===== src/rtl/lfsr_prbs_pkg.sv =====
// lfsr_prbs_pkg: shared LFSR single-step and popcount helpers plus the default taps.
package lfsr_prbs_pkg;

    localparam logic [30:0] TAPS_W31 = 31'h4800_0000;

    // Returns {next_state, out_bit}; bits of state at and above width are ignored.
    function automatic logic [32:0] lfsr_step(input logic [31:0] state, input logic [31:0] taps,
                                              input int width);
        logic [31:0] mask;
        mask = (width >= 32) ? 32'hFFFF_FFFF : (32'd1 << width) - 32'd1;
        return {{state[30:0], ^(state & taps & mask)} & mask, state[width-1]};
    endfunction

    function automatic logic [3:0] popcount(input logic [7:0] v);
        logic [3:0] n;
        n = '0;
        for (int i = 0; i < 8; i++) n = n + 4'(v[i]);
        return n;
    endfunction

endpackage


===== src/rtl/prbs_checker.sv =====
// prbs_checker: self-synchronising PRBS checker with SEARCH/LOCKED tracking and a
// saturating mismatched-bit counter.
module prbs_checker
    import lfsr_prbs_pkg::*;
#(
    parameter int              WIDTH       = 31,
    parameter logic [WIDTH-1:0] TAPS       = WIDTH'(TAPS_W31),
    parameter int              OUT_BITS    = 1,
    parameter int              LOSS_THRESH = 4
) (
    input  logic                clk,
    input  logic                rst_n,
    input  logic                chk_en,
    input  logic [OUT_BITS-1:0] chk_data,
    output logic                chk_locked,
    output logic                chk_err,
    output logic [15:0]         chk_err_cnt
);

    localparam logic SEARCH = 1'b0;
    localparam logic LOCKED = 1'b1;

    logic             mode_q, mode_d;
    logic [WIDTH-1:0] chk_state_q, chk_state_d;
    logic [5:0]       fill_cnt_q, fill_cnt_d;
    logic [7:0]       loss_cnt_q, loss_cnt_d;
    logic             chk_err_q, chk_err_d;
    logic [15:0]      chk_err_cnt_q, chk_err_cnt_d;

    logic [31:0]         shift;
    logic [32:0]         step;
    logic [OUT_BITS-1:0] mis;
    logic [16:0]         sum;
    logic [5:0]          fill_sum;
    logic [7:0]          loss_inc;
    logic                calc_unused;

    assign calc_unused = ^{shift, step};

    always_comb begin
        shift = 32'(chk_state_q);
        step  = '0;
        mis   = '0;
        // Predict from received history, then shift in the received bit, so one bad bit never propagates.
        for (int i = 0; i < OUT_BITS; i++) begin
            step = lfsr_step(shift, 32'(TAPS), WIDTH);
            mis[OUT_BITS-1-i] = step[1] ^ chk_data[OUT_BITS-1-i];
            shift = {shift[30:0], chk_data[OUT_BITS-1-i]};
        end
        sum           = {1'b0, chk_err_cnt_q} + 17'(popcount(8'(mis)));
        fill_sum      = fill_cnt_q + 6'(OUT_BITS);
        loss_inc      = (|mis) ? loss_cnt_q + 8'd1 : 8'd0;
        chk_state_d   = chk_en ? shift[WIDTH-1:0] : chk_state_q;
        chk_err_d     = chk_en & (mode_q == LOCKED) & (|mis);
        chk_err_cnt_d = (chk_en && mode_q == LOCKED) ? (sum[16] ? 16'hFFFF : sum[15:0]) : chk_err_cnt_q;
        mode_d        = mode_q;
        fill_cnt_d    = fill_cnt_q;
        loss_cnt_d    = loss_cnt_q;
        if (chk_en && mode_q == SEARCH) begin
            mode_d     = (fill_sum >= 6'(WIDTH)) ? LOCKED : SEARCH;
            fill_cnt_d = (fill_sum >= 6'(WIDTH)) ? 6'd0 : fill_sum;
            loss_cnt_d = (fill_sum >= 6'(WIDTH)) ? 8'd0 : loss_cnt_q;
        end else if (chk_en) begin
            mode_d     = (loss_inc >= 8'(LOSS_THRESH)) ? SEARCH : LOCKED;
            fill_cnt_d = 6'd0;
            loss_cnt_d = loss_inc;
        end
    end

    always_ff @(posedge clk or negedge rst_n) begin
        if (!rst_n) begin
            mode_q        <= SEARCH;
            chk_state_q   <= '0;
            fill_cnt_q    <= '0;
            loss_cnt_q    <= '0;
            chk_err_q     <= 1'b0;
            chk_err_cnt_q <= '0;
        end else begin
            mode_q        <= mode_d;
            chk_state_q   <= chk_state_d;
            fill_cnt_q    <= fill_cnt_d;
            loss_cnt_q    <= loss_cnt_d;
            chk_err_q     <= chk_err_d;
            chk_err_cnt_q <= chk_err_cnt_d;
        end
    end

    assign chk_locked  = mode_q;
    assign chk_err     = chk_err_q;
    assign chk_err_cnt = chk_err_cnt_q;

endmodule


===== src/rtl/lfsr_prbs_gen.sv =====
// lfsr_prbs_gen: Fibonacci LFSR PRBS generator with seed load and zero-seed protection.
// Define LFSR_PRBS_CHECKER_EN to include the self-synchronising prbs_checker.
module lfsr_prbs_gen
    import lfsr_prbs_pkg::*;
#(
    parameter int               WIDTH       = 31,
    parameter logic [WIDTH-1:0] TAPS        = WIDTH'(TAPS_W31),
    parameter logic [WIDTH-1:0] SEED        = WIDTH'(1),
    parameter int               OUT_BITS    = 1,
    parameter int               LOSS_THRESH = 4
) (
    input  logic                clk,
    input  logic                rst_n,
    input  logic                en,
    input  logic                load,
    input  logic [WIDTH-1:0]    seed_in,
    output logic [OUT_BITS-1:0] out_data,
    output logic                seed_err,
    input  logic                chk_en,
    input  logic [OUT_BITS-1:0] chk_data,
    output logic                chk_locked,
    output logic                chk_err,
    output logic [15:0]         chk_err_cnt
);

    logic [WIDTH-1:0] state_q, state_d;
    logic             seed_err_q, seed_err_d;
    logic [32:0]      walk;
    logic             walk_unused;

    assign walk_unused = ^walk;

    always_comb begin
        walk = {32'(state_q), 1'b0};
        for (int i = 0; i < OUT_BITS; i++) walk = lfsr_step(walk[32:1], 32'(TAPS), WIDTH);
        // A zero seed would lock the LFSR at all-zeros, so fall back to SEED instead.
        state_d    = load ? ((|seed_in) ? seed_in : SEED) : (en ? walk[WIDTH:1] : state_q);
        seed_err_d = load & ~(|seed_in);
    end

    always_ff @(posedge clk or negedge rst_n) begin
        if (!rst_n) begin
            state_q    <= SEED;
            seed_err_q <= 1'b0;
        end else begin
            state_q    <= state_d;
            seed_err_q <= seed_err_d;
        end
    end

    assign out_data = state_q[WIDTH-1 -: OUT_BITS];
    assign seed_err = seed_err_q;

`ifdef LFSR_PRBS_CHECKER_EN
    prbs_checker #(
        .WIDTH      (WIDTH),
        .TAPS       (TAPS),
        .OUT_BITS   (OUT_BITS),
        .LOSS_THRESH(LOSS_THRESH)
    ) u_chk (
        .clk        (clk),
        .rst_n      (rst_n),
        .chk_en     (chk_en),
        .chk_data   (chk_data),
        .chk_locked (chk_locked),
        .chk_err    (chk_err),
        .chk_err_cnt(chk_err_cnt)
    );
`else
    logic chk_unused;
    assign chk_unused  = ^{chk_en, chk_data, 8'(LOSS_THRESH)};
    assign chk_locked  = 1'b0;
    assign chk_err     = 1'b0;
    assign chk_err_cnt = 16'h0;
`endif

endmodule


===== config.mk =====
export PLATFORM = sky130hd
export DESIGN_NAME = lfsr_prbs_gen
export DESIGN_NICKNAME = d
export VERILOG_FILES = /design/src/rtl/lfsr_prbs_pkg.sv /design/src/rtl/prbs_checker.sv /design/src/rtl/lfsr_prbs_gen.sv
export SDC_FILE = /design/constraint.sdc
export NUM_CORES = 1
export LEC_CHECK = 0
export BUFFER_PORTS_ARGS = -buffer_cell sky130_fd_sc_hd__buf_2
export CAP_MARGIN = 20
export CORE_MARGIN = 1
export CORE_UTILIZATION = 35
export DETAILED_ROUTE_END_ITERATION = 6
export PLACE_DENSITY_LB_ADDON = 0.15
export SLEW_MARGIN = 20
export SYNTH_ARGS = -nofsm -noshare
export SYNTH_HDL_FRONTEND = slang
export SYNTH_SLANG_ARGS = --single-unit

===== constraint.sdc =====
create_clock -name clk -period 2.8 [get_ports clk]
set_input_delay 0.14 -clock clk [delete_from_list [all_inputs] [get_ports clk]]
set_output_delay 0.14 -clock clk [all_outputs]
set_load 0.05 [all_outputs]

==> results.py <==
metrics = {
    "status": {
        "status": "finished, violations left",
        "failed_checks": "DRC",
    },
    "cells_and_area": {
        "layout_commonest_cell": "buf_2",
        "n_antenna_cell": 0,
        "mostFrequentLayoutCells": "buf_2 (36), dfrtp_1 (31), mux2i_1 (30), nand2_1 (30), o21ai_1 (29)",
        "areaGrowthSynthToFinish_pct": 12.9,
        "final_util_pct": 42.4,
        "nets": 237,
        "drive_gt1_share_pct": 23.9,
    },
    "worst_setup_path": {
        "path_class": "in2reg",
        "cpMaxStageDelayCell": "buf_2",
        "path_cells": "buf_2 > buf_4 > mux2i_1 > o21ai_1",
        "critPathMaxStageDelay_ps": 470,
        "end_kind": "flop",
        "crit_fanout": 21,
        "arrival_ps": 1260,
        "crit_path_start_kind": "primary input",
        "cp.required_ps": 2960,
    },
    "synth": {
        "syn_inst": 166,
        "yosysTopAreaCellShare_pct": 46.1,
        "ys_seq_area_share_pct": 47.7,
        "avgSynthCellArea_um2": 10.1,
        "ys_warn_count": 0,
        "ys_ff_latch": 32,
        "syn-cell-area_um2": 1680,
        "synth_cell_type_count": 17,
        "synth.largest_area_cell": "dfrtp_1",
        "synthTopCellsByArea": "dfrtp_1 (46%), mux2i_1 (18%), buf_4 (9.8%)",
    },
    "timing": {
        "finalClockSkew_ps": 3.64,
        "setup_tns_ps": 0,
        "fmax_ghz": 0.908,
        "worst-slew-pin-transition_ps": 711,
        "grt_setup_unrepaired": "false",
        "finalCritPeriodShare_pct": 39.3,
        "max-slew-margin-rel_pct": 52.6,
        "setup_viol": 0,
        "period_needed_ps": 1100,
        "hold_viol": 0,
        "maxSlewViolCount": 0,
        "whs_ps": 92.3,
    },
    "global_route": {
        "grt_max_degree": 36,
        "grt_usage_pct": 14.4,
        "antenna_found_initial": 0,
        "overflow": 0,
        "grt_pass1_wl_um": 5620,
        "first_global_vias": 1226,
    },
    "cts": {
        "cts-root-buf": "clkbuf_8",
        "clk_pin_slew_ps": 60,
        "cts_tree": "built",
        "clock_sinks": 32,
        "clk_latency_ps": 280,
        "htree_levels": 2,
        "cts_resized": 0,
        "numCtsBuffers": 5,
        "clockBufferDepth": 2,
    },
    "power": {
        "power.density_nw_per_um2": 570,
        "ir_drop_mv": 0.241,
        "p_total_w": 0.00108,
        "power_leakage_nw": 0.951,
    },
    "hold_path": {
        "min_path_type": "in2reg",
    },
    "die": {
        "rows": 24,
        "initial_core_util_pct": 37.6,
        "dieWidth_um": 71.3,
        "io-pin-count": 57,
        "core_area_um2": 4470,
        "dieArea_um2": 5090,
        "die_y_um": 71.3,
    },
    "detailed_routing": {
        "drc_errors": 2,
        "postRouteWirelength_um": 3250,
        "drt_pass1_iterations": 6,
        "via_per_inst": 4.82,
        "drtIter0Drc": 69,
        "detailroute.via_count": 1219,
        "wl_per_cell_um": 12.9,
        "ant_nets": 0,
    },
    "flow_run": {
        "drv_cap": 0,
    },
    "placed_design": {
        "place_congestion": 0.735,
        "io_buffers": 36,
        "hpwl_um": 2390,
    },
}
[stage by stage]
step | area (um^2) | worst slack [ps] | instances
6_report | 1900 | 1700 | 253
2_1_floorplan | 1750 | 1680 | 183
3_3_place_gp | 1810 | 1400 | 244
4_1_cts | 1900 | 1680 | 253
3_5_place_dp | 1810 | 1380 | 244
5_1_grt | 1900 | 1560 | 253
[sequential cells by signal, indices dropped and copies added, names as in the netlist]
register  flops
seed_err      1
state_q      31
[kinds of logic after synthesis]
kind of cell    Yosys count  share of synthesized area, %
xor+xnor                  1                         0.521
mux                      32                          19.4
flops                    32                          47.7
buf+inv                  29                          11.8
other cells               1                         0.223
compound gates           30                          9.15
simple gates             41                          11.2
[routing by layer]
metal / vias to the layer above / track usage [%] / part of all wire [%]
li1: 609 / - / -
met1: 549 / 19.9 / 48
met2: 54 / 21.7 / 43
met3: 7 / 3.66 / 7.6
met4: 0 / 6.00 / 1.6
met5: - / 0 / 0
[cells in the mapped netlist, drive strengths merged]
library cell and count:
dfrtp 31, mux2i 30, nand2 30, o21ai 29, buf 23, nor4 7
clkbuf 6, mux2 2, nand4 2, conb 1, dfstp 1, nor2 1
nor4b 1, o221ai 1, xor2 1
[layout make-up]
type	count	area, um^2
multi-input combinational	122	744
tap	52	65.1
clock inverter	1	5.00
sequential	32	802
clock buffer	7	76.3
fill	440	2580
timing repair buffer	39	205
[worst paths after layout]
| path | from | endpoint | slack, ps | depth (start not counted) |
|---|---|---|---|---|
| setup / recovery | en | state_q[19] | 1700 | 4 |
| max in group asynchronous | rst_n | state_q[25] | 1900 | 2 |
| hold reg to reg | state_q[19] | state_q[20] | 550 | 2 |
| setup reg to reg | state_q[2] | state_q[2] | 1790 | 2 |
| min in group asynchronous | rst_n | state_q[11] | 450 | 2 |
| hold / removal | seed_in[0] | state_q[0] | 90 | 3 |
[critical path: cells and delay by family]
kind	cells	cell delay (ps)
AOI/OAI and AO/OA	1	70
muxes	1	220
buffers and inverters	2	810
[where the power goes]
group          internal [W]  leakage [nW]  total, W  switching, W
clock network      0.000174        0.0422  0.000335      0.000161
registers          0.000511         0.389  0.000537     0.0000259
logic             0.0000735         0.519  0.000211      0.000138
[what timing repair did]
action	4_1_cts	5_1_grt
setup buffers	0	0
hold buffers	1	0
endpoints found under the hold margin	31	0
Note: power is estimated with default switching activity, not from simulation.
